--- src/rtl/exc_ctrl_if.sv ---
// Pipeline-side signal bundle for the exception controller: M/W-stage event inputs
// and the redirect/CP0 control outputs.
interface exc_ctrl_if;
    logic        i_int_req;
    logic        i_exc_req;
    logic [4:0]  i_exc_code_in;
    logic        i_eret_m;
    logic [31:0] i_pc4_m;
    logic        i_delay_w;

    logic        o_flush;
    logic [1:0]  o_pc_sel;
    logic        o_epc_we;
    logic [31:0] o_epc_val;
    logic [4:0]  o_exc_code;
    logic        o_exl_set;
    logic        o_exl_clr;
    logic        o_busy;

    modport slave (
        input  i_int_req, i_exc_req, i_exc_code_in, i_eret_m, i_pc4_m, i_delay_w,
        output o_flush, o_pc_sel, o_epc_we, o_epc_val, o_exc_code,
        o_exl_set, o_exl_clr, o_busy
    );

    modport master (
        output i_int_req, i_exc_req, i_exc_code_in, i_eret_m, i_pc4_m, i_delay_w,
        input  o_flush, o_pc_sel, o_epc_we, o_epc_val, o_exc_code,
        o_exl_set, o_exl_clr, o_busy
    );
endinterface

--- src/rtl/exc_ctrl.sv ---
// Exception/interrupt entry and eret return sequencer for a 5-stage MIPS-style pipeline.
// Every output is a flop loaded from the next-state decode, so nothing combinational leaves the block.
module exc_ctrl #(
    parameter logic [31:0] HANDLER  = 32'h0000_4180,
    parameter int unsigned ERET_LAT = 4
) (
    input  logic      clk,
    input  logic      reset,
    exc_ctrl_if.slave bus
);

    typedef enum logic [1:0] {
        IDLE,
        ENTER,
        DRAIN,
        ERET_WAIT
    } state_t;

    localparam logic [3:0] LAT_INIT = 4'(ERET_LAT);

    if (ERET_LAT < 1 || ERET_LAT > 15) begin : g_bad_lat
        $error("exc_ctrl: ERET_LAT must lie in 1..15");
    end
    if (HANDLER[1:0] != 2'b00) begin : g_bad_handler
        $error("exc_ctrl: HANDLER must be word aligned");
    end

    state_t      r_state,    w_state_nxt;
    logic [3:0]  r_cnt,      w_cnt_nxt;
    logic [31:0] r_epc_val,  w_epc_val_nxt;
    logic [4:0]  r_exc_code, w_exc_code_nxt;
    logic        r_flush,    w_flush_nxt;
    logic [1:0]  r_pc_sel,   w_pc_sel_nxt;
    logic        r_epc_we,   w_epc_we_nxt;
    logic        r_exl_set,  w_exl_set_nxt;
    logic        r_exl_clr,  w_exl_clr_nxt;
    logic        r_busy,     w_busy_nxt;
    logic        w_take;

    // Event arbitration: in IDLE exc > int > eret; in ERET_WAIT only exc can interrupt the countdown.
    always_comb begin
        w_state_nxt    = r_state;
        w_cnt_nxt      = r_cnt;
        w_epc_val_nxt  = r_epc_val;
        w_exc_code_nxt = r_exc_code;
        w_take         = 1'b0;
        case (r_state)
            IDLE: begin
                if (bus.i_exc_req || bus.i_int_req) begin
                    w_take      = 1'b1;
                    w_state_nxt = ENTER;
                end else if (bus.i_eret_m) begin
                    w_state_nxt = ERET_WAIT;
                    w_cnt_nxt   = LAT_INIT;
                end
            end
            ENTER:   w_state_nxt = DRAIN;
            DRAIN:   w_state_nxt = IDLE;
            ERET_WAIT: begin
                if (bus.i_exc_req) begin
                    w_take      = 1'b1;
                    w_state_nxt = ENTER;
                end else if (r_cnt <= 4'd1) begin
                    w_state_nxt = IDLE;
                end else begin
                    w_cnt_nxt = r_cnt - 4'd1;
                end
            end
            default: w_state_nxt = IDLE;
        endcase
        if (w_take) begin
            w_epc_val_nxt  = bus.i_pc4_m - (bus.i_delay_w ? 32'd8 : 32'd4);
            w_exc_code_nxt = bus.i_exc_req ? bus.i_exc_code_in : 5'd0;
        end
    end

    // Output decode for the cycle that follows this edge; exl_clr marks the final countdown cycle.
    always_comb begin
        w_flush_nxt   = 1'b0;
        w_pc_sel_nxt  = 2'b00;
        w_epc_we_nxt  = 1'b0;
        w_exl_set_nxt = 1'b0;
        w_exl_clr_nxt = 1'b0;
        w_busy_nxt    = (w_state_nxt != IDLE);
        case (w_state_nxt)
            ENTER: begin
                w_flush_nxt   = 1'b1;
                w_pc_sel_nxt  = 2'b01;
                w_epc_we_nxt  = 1'b1;
                w_exl_set_nxt = 1'b1;
            end
            DRAIN: w_flush_nxt = 1'b1;
            ERET_WAIT: begin
                if (r_state == IDLE) begin
                    w_flush_nxt  = 1'b1;
                    w_pc_sel_nxt = 2'b10;
                end
                w_exl_clr_nxt = (w_cnt_nxt == 4'd1);
            end
            default: ;
        endcase
    end

    always_ff @(posedge clk) begin
        if (reset) begin
            r_state    <= IDLE;
            r_cnt      <= 4'd0;
            r_epc_val  <= 32'd0;
            r_exc_code <= 5'd0;
            r_flush    <= 1'b0;
            r_pc_sel   <= 2'b00;
            r_epc_we   <= 1'b0;
            r_exl_set  <= 1'b0;
            r_exl_clr  <= 1'b0;
            r_busy     <= 1'b0;
        end else begin
            r_state    <= w_state_nxt;
            r_cnt      <= w_cnt_nxt;
            r_epc_val  <= w_epc_val_nxt;
            r_exc_code <= w_exc_code_nxt;
            r_flush    <= w_flush_nxt;
            r_pc_sel   <= w_pc_sel_nxt;
            r_epc_we   <= w_epc_we_nxt;
            r_exl_set  <= w_exl_set_nxt;
            r_exl_clr  <= w_exl_clr_nxt;
            r_busy     <= w_busy_nxt;
        end
    end

    assign bus.o_flush    = r_flush;
    assign bus.o_pc_sel   = r_pc_sel;
    assign bus.o_epc_we   = r_epc_we;
    assign bus.o_epc_val  = r_epc_val;
    assign bus.o_exc_code = r_exc_code;
    assign bus.o_exl_set  = r_exl_set;
    assign bus.o_exl_clr  = r_exl_clr;
    assign bus.o_busy     = r_busy;

endmodule

--- src/flat_wrapper.sv ---
// flat-port wrapper written by rule: the top's interface ports become plain ports
module exc_ctrl_flat 
#(
    parameter logic [31:0] HANDLER  = 32'h0000_4180,
    parameter int unsigned ERET_LAT = 4
)
  (clk, reset, bus_i_int_req, bus_i_exc_req, bus_i_exc_code_in, bus_i_eret_m, bus_i_pc4_m, bus_i_delay_w, bus_o_flush, bus_o_pc_sel, bus_o_epc_we, bus_o_epc_val, bus_o_exc_code, bus_o_exl_set, bus_o_exl_clr, bus_o_busy);
  exc_ctrl_if bus_i ();
  input  logic clk;
  input  logic reset;
  input wire logic [$bits(bus_i.i_int_req)-1:0] bus_i_int_req;
  input wire logic [$bits(bus_i.i_exc_req)-1:0] bus_i_exc_req;
  input wire logic [$bits(bus_i.i_exc_code_in)-1:0] bus_i_exc_code_in;
  input wire logic [$bits(bus_i.i_eret_m)-1:0] bus_i_eret_m;
  input wire logic [$bits(bus_i.i_pc4_m)-1:0] bus_i_pc4_m;
  input wire logic [$bits(bus_i.i_delay_w)-1:0] bus_i_delay_w;
  output wire logic [$bits(bus_i.o_flush)-1:0] bus_o_flush;
  output wire logic [$bits(bus_i.o_pc_sel)-1:0] bus_o_pc_sel;
  output wire logic [$bits(bus_i.o_epc_we)-1:0] bus_o_epc_we;
  output wire logic [$bits(bus_i.o_epc_val)-1:0] bus_o_epc_val;
  output wire logic [$bits(bus_i.o_exc_code)-1:0] bus_o_exc_code;
  output wire logic [$bits(bus_i.o_exl_set)-1:0] bus_o_exl_set;
  output wire logic [$bits(bus_i.o_exl_clr)-1:0] bus_o_exl_clr;
  output wire logic [$bits(bus_i.o_busy)-1:0] bus_o_busy;
  assign bus_i.i_int_req = bus_i_int_req;
  assign bus_i.i_exc_req = bus_i_exc_req;
  assign bus_i.i_exc_code_in = bus_i_exc_code_in;
  assign bus_i.i_eret_m = bus_i_eret_m;
  assign bus_i.i_pc4_m = bus_i_pc4_m;
  assign bus_i.i_delay_w = bus_i_delay_w;
  assign bus_o_flush = bus_i.o_flush;
  assign bus_o_pc_sel = bus_i.o_pc_sel;
  assign bus_o_epc_we = bus_i.o_epc_we;
  assign bus_o_epc_val = bus_i.o_epc_val;
  assign bus_o_exc_code = bus_i.o_exc_code;
  assign bus_o_exl_set = bus_i.o_exl_set;
  assign bus_o_exl_clr = bus_i.o_exl_clr;
  assign bus_o_busy = bus_i.o_busy;
  exc_ctrl #(.HANDLER(HANDLER), .ERET_LAT(ERET_LAT)) u_core (.clk(clk), .reset(reset), .bus(bus_i));
endmodule
--- config.mk ---
export PLATFORM = sky130hd
export DESIGN_NAME = exc_ctrl_flat
export DESIGN_NICKNAME = d
export VERILOG_FILES = /design/src/rtl/exc_ctrl_if.sv /design/src/rtl/exc_ctrl.sv /design/src/flat_wrapper.sv
export SDC_FILE = /design/constraint.sdc
export NUM_CORES = 1
export LEC_CHECK = 0
export CAP_MARGIN = 5
export CELL_PAD_IN_SITES_DETAIL_PLACEMENT = 2
export CELL_PAD_IN_SITES_GLOBAL_PLACEMENT = 2
export CORE_MARGIN = 3
export CORE_UTILIZATION = 27
export CTS_BUF_LIST = sky130_fd_sc_hd__clkbuf_4 sky130_fd_sc_hd__clkbuf_8
export DETAILED_ROUTE_END_ITERATION = 10
export MAX_ROUTING_LAYER = met4
export PLACE_DENSITY_LB_ADDON = 0.3
export SLEW_MARGIN = 5
export SYNTH_ARGS = -nofsm -noshare
export SYNTH_HDL_FRONTEND = slang
export SYNTH_SLANG_ARGS = --single-unit
--- constraint.sdc ---
create_clock -name clk -period 3.6 [get_ports clk]
set_input_delay 0.36 -clock clk [delete_from_list [all_inputs] [get_ports clk]]
set_output_delay 0.36 -clock clk [all_outputs]
set_load 0.1 [all_outputs]
==> out/qor.txt, run 1 <==
status -> complete, no violations
clock buffer count from CTS -> 5
P_int -> 1.32 mW
clk buf depth -> 2
largest net degree at the start of global routing -> 52
top cells by area, synth -> dfxtp_1 (37%), nor2_1 (7.1%), xnor2_1 (7.1%), a211oi_1 (6.6%), ha_1 (4.8%)
first-pass GRT wire length -> 14000 microns
CP Data Arrival Time -> 3130 ps
worst min-delay path class -> reg2reg
Async SR Flop Fraction -> 0
ANT nets after route -> 0
hold slack -> 462 ps
wire per inst -> 16.4 microns
CTS resizes -> 0
relative slew slack -> 0.321
Tightest Pin Transition -> 1020 ps
share of cells above drive strength 1 -> 0.0926
drt pass-1 iters -> 3
synth cell count leaders -> nor2_1 (49), dfxtp_1 (48), a211oi_1 (23), xnor2_1 (21), nand2_1 (16)
gpl congestion -> 0.803
Post-CTS Setup Repair Bufs -> 0
Cell Area, Synth -> 2600 sq um
final period utilization -> 0.810
final number of setup-violating endpoints -> 0
full die area -> 10900 sq um
fin nets -> 431
Rows -> 35
fmax -> 0.343 GHz
worst skew pair latency -> 300 ps
max cap viols -> 0
Root Driver -> clkbuf_8
DIE HEIGHT -> 104 microns
crit path time final -> 2910 ps
I/O Buffers -> 86
initial core utilization -> 0.279
Seq/Total Area, Yosys -> 0.369
flop-to-flop setup slack -> 1190 ps
setup TNS -> 0 ps
Detailed Route WL -> 8310 microns
critical path fanouts, max -> 6
WS Path Type -> in2reg
CP endpoint kind -> flop
Gate power share -> 0.602
core area -> 9330 sq um
DP HPWL -> 6250 microns
total track usage -> 0.161
Pwr per Cell Area -> 796 nW/um^2
Psw -> 1.61 mW
post-synth top area cell -> dfxtp_1
CTS tree -> built
initial antenna violation count -> 0
fin. max-slew vios -> 0
Seq cells post-synth -> 48
CP Launch Type -> primary input
Peak VDD IR -> 441 uV
final setup margin -> 685 ps
Power Total -> 2.92 mW
via count -> 2511
# diodes -> 0
fin area -> 3670 sq um
Post-synth EDFFs -> 0
Final Hold Fails -> 0
clock input transition at the sequential cells of the worst setup and hold paths -> 100 ps
main flop type after synthesis -> dfxtp_1
number of hold buffers added after CTS -> 0
fill cell count -> 1020
Syn Inst Count -> 303
top-count cell post-synth -> nor2_1
Synth Area per Inst -> 8.59 sq um
clock share of power -> 0.146
routed vias/inst -> 4.95
Leak Pwr -> 1.26 nW
RSZ-0062 raised after global routing -> no
synth warn -> 0
Synthesized Nets -> 357
Layout Area Growth over Synthesis -> 41.1%
htree depth -> 2
initial DRC count -> 21
vias in the first global route -> 2855
drc violations -> 0
DP Worst Slack -> 374 ps
Clock Skew -> 11.3 ps
Yosys cell types -> 47
area share of the largest cell type after synthesis -> 0.369
I/O Pins -> 87
Sw Share -> 0.550
placed cell area -> 3550 sq um
Die Wd -> 104 microns
WP data required -> 3810 ps
GR Overflow Total -> 0
clk sinks -> 48
Sequential Power Share -> 0.252
[state kept, by name, summed over array words and instances, names as in the netlist]
name	cells
u_core.bus.o_busy	1
u_core.bus.o_epc_val	32
u_core.bus.o_epc_we	1
u_core.bus.o_exc_code	5
u_core.bus.o_exl_clr	1
u_core.bus.o_flush	1
u_core.bus.o_pc_sel	1
u_core.r_cnt	4
u_core.r_state	2
[area by class of cell]
type | instances | area, sq um | share of cell area
flip-flops and latches | 48 | 961 | 0.261
clock buffers | 6 | 82.6 | 0.0225
multi-input cells | 220 | 1500 | 0.408
well taps | 129 | 161 | 0.0439
inverters | 12 | 45.0 | 0.0123
repair buffers | 90 | 886 | 0.241
clock inverters | 2 | 38.8 | 0.0106
[placed cells by master, fill, tap and decap left out, types with 2 or more instances in the layout]
master / n
a211oi_1: 23
a211oi_2: 3
a21o_1: 3
a21oi_1: 11
a311oi_1: 4
buf_4: 4
clkbuf_8: 6
clkdlybuf4s50_1: 85
dfxtp_1: 48
ha_1: 10
inv_1: 12
nand2_1: 16
nand2b_1: 3
nand3_1: 6
nor2_1: 49
nor2b_1: 4
nor3_1: 9
nor3_2: 3
nor4_1: 6
nor4_2: 3
o21ai_0: 9
o31ai_1: 2
or3_1: 5
or3_2: 3
or4_1: 4
xnor2_1: 21
xor2_1: 3
[routing by layer]
| layer | part of all wire | global-route usage |
|---|---|---|
| met4 | 0.0037 | 0.0256 |
| met2 | 0.54 | 0.301 |
| met3 | 0.041 | 0.0366 |
| met5 | 0 | - |
| met1 | 0.42 | 0.177 |
[cells by family after synthesis]
family / synth area share
DFF: 0.369
adders and majority gates: 0.0557
AOI/OAI and AO/OA: 0.166
xor gates and xnor gates: 0.0807
and+or+nand+nor: 0.265
muxes: 0.00432
buffers and inverters: 0.0591
[metrics by stage]
step	std cells	util
detailed placement	499	0.381
global route	507	0.394
global placement	499	0.381
finish	507	0.394
CTS	507	0.394
floorplan	303	-
[worst max-delay path, stage by stage]
cell and delay, ps:
clkdlybuf4s50_1 460, inv_1 100, ha_1 180, fa_1 240
or4b_1 510, or4_1 640, or3_1 360, a311oi_1 280
[power groups by stage]
stage | registers (mW) | clock network (mW) | logic [mW]
after floorplan | 1.64 | 0 | 0.433
after detailed placement | 0.751 | 0 | 1.77
after CTS | 0.742 | 0.447 | 1.78
after global routing | 0.758 | 0.469 | 1.86
after global placement | 0.749 | 0 | 1.74
final | 0.738 | 0.427 | 1.76
[path summary, 6_finish.rpt]
kind,from,end,cells after the start
max reg2reg,u_core.r_cnt[0]$_SDFF_PP0_,u_core.bus.o_exl_clr$_SDFF_PP0_,9
min reg2reg,u_core.bus.o_exc_code[0]$_SDFFE_PP0P_,u_core.bus.o_exc_code[0]$_SDFFE_PP0P_,2
max,bus_i_delay_w,u_core.bus.o_epc_val[22]$_SDFFE_PP0P_,8
min,u_core.bus.o_exc_code[0]$_SDFFE_PP0P_,u_core.bus.o_exc_code[0]$_SDFFE_PP0P_,2
Power figures use the tool's default switching activity.
==> run 2: changes to the inputs <==
Clock period 3.6 ns to 2.95 ns, I/O delays scaled along.
==> run 2 against run 1 <==
Against the previous run:
- core utilization decreased by 1.1 points
- design area decreased by 2.7%
- die area unchanged
==> out/qor.txt, run 2 (synthesized netlist as in run 1, its figures left out) <==
final number of setup-violating endpoints -> 0 (unchanged)
number of hold buffers added after CTS -> 0 (unchanged)
fin area -> 3580 sq um (-2.7%)
first-pass GRT wire length -> 13700 microns (-2.0%)
fmax -> 0.368 GHz
relative slew slack -> 0.351 (+0.0301)
most frequent cells in the layout -> buf_4 (50), nor2_1 (49), dfxtp_1 (48), clkdlybuf4s50_1 (41), a211oi_1 (23)
final period utilization -> 0.922
CP endpoint kind -> flop
fin nets -> 434 (+0.70%)
status -> complete, no violations
GR Overflow Total -> 0 (unchanged)
DIE HEIGHT -> 104 microns (unchanged)
Post-CTS Setup Repair Bufs -> 0 (unchanged)
share of cells above drive strength 1 -> 0.215 (+0.123)
worst min-delay path class -> reg2reg
clock share of power -> 0.127 (-0.019)
clock input transition at the sequential cells of the worst setup and hold paths -> 90 ps (about the same)
Gate power share -> 0.610 (+0.008)
drt pass-1 iters -> 4 (+1)
RSZ-0062 raised after global routing -> no
CP Launch Type -> primary input
clk sinks -> 48 (unchanged)
Final Util -> 0.383 (-0.0106)
P_int -> 1.50 mW (+14%)
vias in the first global route -> 2765 (-3.2%)
Psw -> 1.95 mW (+21%)
Post-Place Cells -> 502 (+0.60%)
critical path fanouts, max -> 6 (unchanged)
CTS resizes -> 0 (unchanged)
worst skew pair latency -> 300 ps (about the same)
I/O Buffers -> 86 (unchanged)
Die Wd -> 104 microns (unchanged)
Final Hold Fails -> 0 (unchanged)
WP data required -> 3160 ps (-650 ps)
Detailed Route WL -> 8200 microns (-1.3%)
max cap viols -> 0 (unchanged)
initial DRC count -> 51 (+140%)
full die area -> 10900 sq um (unchanged)
initial antenna violation count -> 0 (unchanged)
placed cell area -> 3480 sq um (-2.1%)
crit path time final -> 2720 ps
clk buf depth -> 2 (unchanged)
DP HPWL -> 6260 microns (+0.28%)
WS Path Type -> in2reg
fin cells -> 510 (+0.59%)
clock buffer count from CTS -> 5 (unchanged)
Leak Pwr -> 1.35 nW (+6.6%)
routed vias/inst -> 4.97 (+0.44%)
core area -> 9330 sq um (unchanged)
CP Data Arrival Time -> 2930 ps (-200 ps)
wire per inst -> 16.1 microns (-1.9%)
CTS tree -> built
Clock Skew -> 5.74 ps (-5.53 ps)
Tightest Pin Transition -> 973 ps (-41.9 ps)
Layout Area Growth over Synthesis -> 37.3%
ANT nets after route -> 0 (unchanged)
# diodes -> 0 (unchanged)
Root Driver -> clkbuf_8
Rows -> 35 (unchanged)
via count -> 2537 (+1.0%)
gpl congestion -> 0.827 (+3.0%)
Sequential Power Share -> 0.262 (+0.010)
initial core utilization -> 0.279 (unchanged)
largest net degree at the start of global routing -> 48 (-7.7%)
htree depth -> 2 (unchanged)
most common cell after layout, fill and taps aside -> buf_4
fin. max-slew vios -> 0 (unchanged)
Pwr per Cell Area -> 964 nW/um^2 (+21%)
Peak VDD IR -> 577 uV (+31%)
I/O Pins -> 87 (unchanged)
Sw Share -> 0.565 (+0.0149)
max FFs per register -> 32 (unchanged)
drc violations -> 0 (unchanged)
total track usage -> 0.157 (-0.00377)
## run 2: cell types whose count changed in the layout (fill, tap and decap cells not counted), sizes merged
cell,before,now
buf,5,52
clkdlybuf4s50,85,41
clkbuf,6,8
bufinv,1,0
clkinv,1,0
## run 2: worst paths after layout
| kind | from | to | slack [ps] | cells after the start |
|---|---|---|---|---|
| worst max-delay path | bus_i_delay_w | u_core.bus.o_epc_val[26]$_SDFFE_PP0P_ | 230 | 9 |
| worst min-delay path | u_core.bus.o_exc_code[2]$_SDFFE_PP0P_ | u_core.bus.o_exc_code[2]$_SDFFE_PP0P_ | 460 | 2 |
| worst max register to register | u_core.r_state[0]$_SDFF_PP0_ | u_core.bus.o_flush$_SDFF_PP0_ | 540 | 10 |
| worst min register to register | u_core.bus.o_exc_code[2]$_SDFFE_PP0P_ | u_core.bus.o_exc_code[2]$_SDFFE_PP0P_ | 460 | 2 |
## run 2: through the flow
stage / setup slack (ps) / hold slack, ps / total power, mW / TNS (ps)
6_report: 229 / 460 / 3.45 / 0
3_3_place_gp: -27.0 / 442 / 3.01 / -27.0
2_1_floorplan: 405 / 431 / 2.52 / 0
5_1_grt: 37.0 / 493 / 3.64 / 0
3_5_place_dp: -96.8 / 453 / 3.05 / -259
4_1_cts: 215 / 466 / 3.50 / 0
## run 2: layout make-up
class	count	area [sq um]
Fill cell	1078	5750
Tap cell	129	161
Timing Repair Buffer	93	811
Clock buffer	8	97.6
Multi-Input combinational cell	220	1500
Inverter	12	45.0
Sequential cell	48	961
## run 2: power groups by stage
stage / logic, mW / registers [mW] / clock network (mW)
detailed placement: 2.12 / 0.921 / 0
floorplan: 0.528 / 2.00 / 0
global route: 2.23 / 0.927 / 0.487
CTS: 2.13 / 0.908 / 0.460
global placement: 2.09 / 0.914 / 0
finish: 2.10 / 0.903 / 0.439
## run 2: worst max-delay path, cell delays in order
cell	delay, ps
clkdlybuf4s50_1	420
inv_1	80
ha_1	180
fa_1	190
or4b_1	510
or4_1	630
nor3_1	290
xnor2_1	110
a211oi_1	220
## run 2: per-layer routing
metal / global-route usage / up-vias / share of wire / routed length (microns)
met5: - / - / 0 / 0
met4: 0.0389 / 0 / 0.0056 / 46
met3: 0.0329 / 2 / 0.043 / 356
met2: 0.284 / 43 / 0.53 / 4340
met1: 0.177 / 1273 / 0.42 / 3460
li1: - / 1219 / - / -
==> run 3: changes to the inputs <==
Settings changed: REMOVE_ABC_BUFFERS set to 1.
==> run 3 against run 2 <==
Against the previous run:
- die area unchanged
- first-iteration DRC count down 14%
- sequential power about the same
- clock skew increased by 3.7 ps
- setup slack worse by 73 ps
- critical path depth fell by 1
- sequential share of layout area fell by 0.62 points
- largest power group unchanged
- highest routed layer unchanged
- combinational power increased by 5%
- global-route usage shrank 0.36 points
- clock power decreased by 0.9%
- via count shrank 1.2%
==> out/qor.txt, run 3 (synthesized netlist as in run 1, its figures left out) <==
fin nets -> 440 (+1.4%)
placed cell area -> 3560 sq um (+2.4%)
first-pass GRT wire length -> 13600 microns (-1.1%)
final number of setup-violating endpoints -> 0 (unchanged)
CP Cell Sequence -> clkdlybuf4s50_1, inv_1, ha_1, fa_1, or4b_1, or4_1, or3_1, a311oi_1
clk sinks -> 48 (unchanged)
Root Driver -> clkbuf_8
CP max-delay cell -> or4_1
Multi-input gate area -> 1500 sq um (unchanged)
Peak VDD IR -> 442 uV (-23%)
share of cells above drive strength 1 -> 0.225 (+0.00958)
routed vias/inst -> 4.86 (-2.3%)
Final Util -> 0.392 (+0.00912)
# diodes -> 0 (unchanged)
RSZ-0062 raised after global routing -> no
relative slew slack -> 0.355 (+0.00371)
via count -> 2507 (-1.2%)
worst min-delay path class -> reg2reg
I/O Buffers -> 86 (unchanged)
Die Wd -> 104 microns (unchanged)
Pwr per Cell Area -> 966 nW/um^2 (+0.21%)
CTS tree -> built
fin cells -> 516 (+1.2%)
drt pass-1 iters -> 4 (unchanged)
initial core utilization -> 0.279 (unchanged)
total track usage -> 0.154 (-0.00357)
core area -> 9330 sq um (unchanged)
fmax -> 0.358 GHz (-2.6%)
fin area -> 3660 sq um (+2.4%)
Detailed Route WL -> 8130 microns (-0.83%)
most frequent cells in the layout -> buf_4 (52), nor2_1 (49), dfxtp_1 (48), clkdlybuf4s50_1 (42), a211oi_1 (23)
CP Data Arrival Time -> 2990 ps (+60 ps)
cell family with most CP delay -> simple AND/OR/NAND/NOR gates
largest net degree at the start of global routing -> 48 (unchanged)
CP Launch Type -> primary input
Post-Place Cells -> 508 (+1.2%)
drc violations -> 0 (unchanged)
Final Hold Fails -> 0 (unchanged)
most common cell after layout, fill and taps aside -> buf_4
WP data required -> 3150 ps (about the same)
Post-CTS Setup Repair Bufs -> 0 (unchanged)
ANT nets after route -> 0 (unchanged)
final period utilization -> 0.947 (+0.0247)
gpl congestion -> 0.811 (-1.9%)
DIE HEIGHT -> 104 microns (unchanged)
CTS resizes -> 0 (unchanged)
initial DRC count -> 44 (-14%)
number of hold buffers added after CTS -> 0 (unchanged)
Clock Skew -> 9.42 ps (+3.68 ps)
CP endpoint kind -> flop
vias in the first global route -> 2739 (-0.94%)
max FFs per register -> 32 (unchanged)
worst skew pair latency -> 300 ps (about the same)
status -> complete, no violations
Tightest Pin Transition -> 968 ps (-5.57 ps)
I/O Pins -> 87 (unchanged)
full die area -> 10900 sq um (unchanged)
max cap viols -> 0 (unchanged)
Crit path buffers/inverters -> 2 (unchanged)
critical path fanouts, max -> 6 (unchanged)
crit path time final -> 2790 ps (+72.8 ps)
Layout Area Growth over Synthesis -> 40.6%
Worst path max stage delay -> 640 ps (about the same)
DP HPWL -> 6330 microns (+1.1%)
area occupied by registers -> 961 sq um (unchanged)
fin. max-slew vios -> 0 (unchanged)
clock buffer count from CTS -> 5 (unchanged)
htree depth -> 2 (unchanged)
clock input transition at the sequential cells of the worst setup and hold paths -> 90 ps (about the same)
wire per inst -> 15.8 microns (-2.0%)
fill cell count -> 1060 (-1.7%)
WS Path Type -> in2reg
initial antenna violation count -> 0 (unchanged)
GR Overflow Total -> 0 (unchanged)
clk buf depth -> 2 (unchanged)
Rows -> 35 (unchanged)
Leak Pwr -> 1.39 nW (+3.0%)
[run 3: power breakdown]
part / internal [mW] / leakage (nW) / switching [mW] / total (mW)
Combinational: 0.558 / 0.938 / 1.64 / 2.20
Sequential: 0.810 / 0.395 / 0.0924 / 0.903
Clock: 0.210 / 0.0523 / 0.224 / 0.435
Total: 1.58 / 1.39 / 1.96 / 3.54
[run 3: final cells by class]
type / instances / share of cell area
Multi-Input combinational cell: 220 / 0.410
Sequential cell: 48 / 0.262
Timing Repair Buffer: 99 / 0.245
Clock buffer: 8 / 0.0267
Tap cell: 129 / 0.0441
Inverter: 12 / 0.0123
[run 3: metal layers]
| metal | wire, microns | vias up | track usage | part of all wire |
|---|---|---|---|---|
| met2 | 4080 | 50 | 0.272 | 0.50 |
| met5 | 0 | - | - | 0 |
| met4 | 49 | 0 | 0.0285 | 0.0060 |
| met1 | 3620 | 1220 | 0.178 | 0.45 |
| li1 | - | 1233 | - | - |
| met3 | 378 | 4 | 0.0379 | 0.047 |
[run 3: worst paths after layout]
| kind | from | slack (ps) | to | cells after the start |
|---|---|---|---|---|
| worst min-delay path | u_core.bus.o_exc_code[2]$_SDFFE_PP0P_ | 460 | u_core.bus.o_exc_code[2]$_SDFFE_PP0P_ | 2 |
| worst max-delay path | bus_i_delay_w | 160 | u_core.bus.o_epc_val[22]$_SDFFE_PP0P_ | 8 |
| worst min register to register | u_core.bus.o_exc_code[2]$_SDFFE_PP0P_ | 460 | u_core.bus.o_exc_code[2]$_SDFFE_PP0P_ | 2 |
| worst max register to register | u_core.r_state[0]$_SDFF_PP0_ | 590 | u_core.bus.o_flush$_SDFF_PP0_ | 10 |
[run 3: through the flow]
stage	hold WS [ps]	setup WS [ps]	total power, mW	setup TNS, ps
CTS	467	139	3.58	0
global route	490	41.3	3.73	0
global placement	442	-9.04	3.10	-9.04
floorplan	360	-910	2.51	-29740
finish	460	157	3.54	0
detailed placement	456	-171	3.14	-517
[run 3: worst reg2reg max path: cells and delay by family (launching register included)]
family          cells  cell delay (ps)
compound gates      1              150
fa+ha+maj           2              580
buf+inv             2              200
flops               1              330
simple gates        5              970
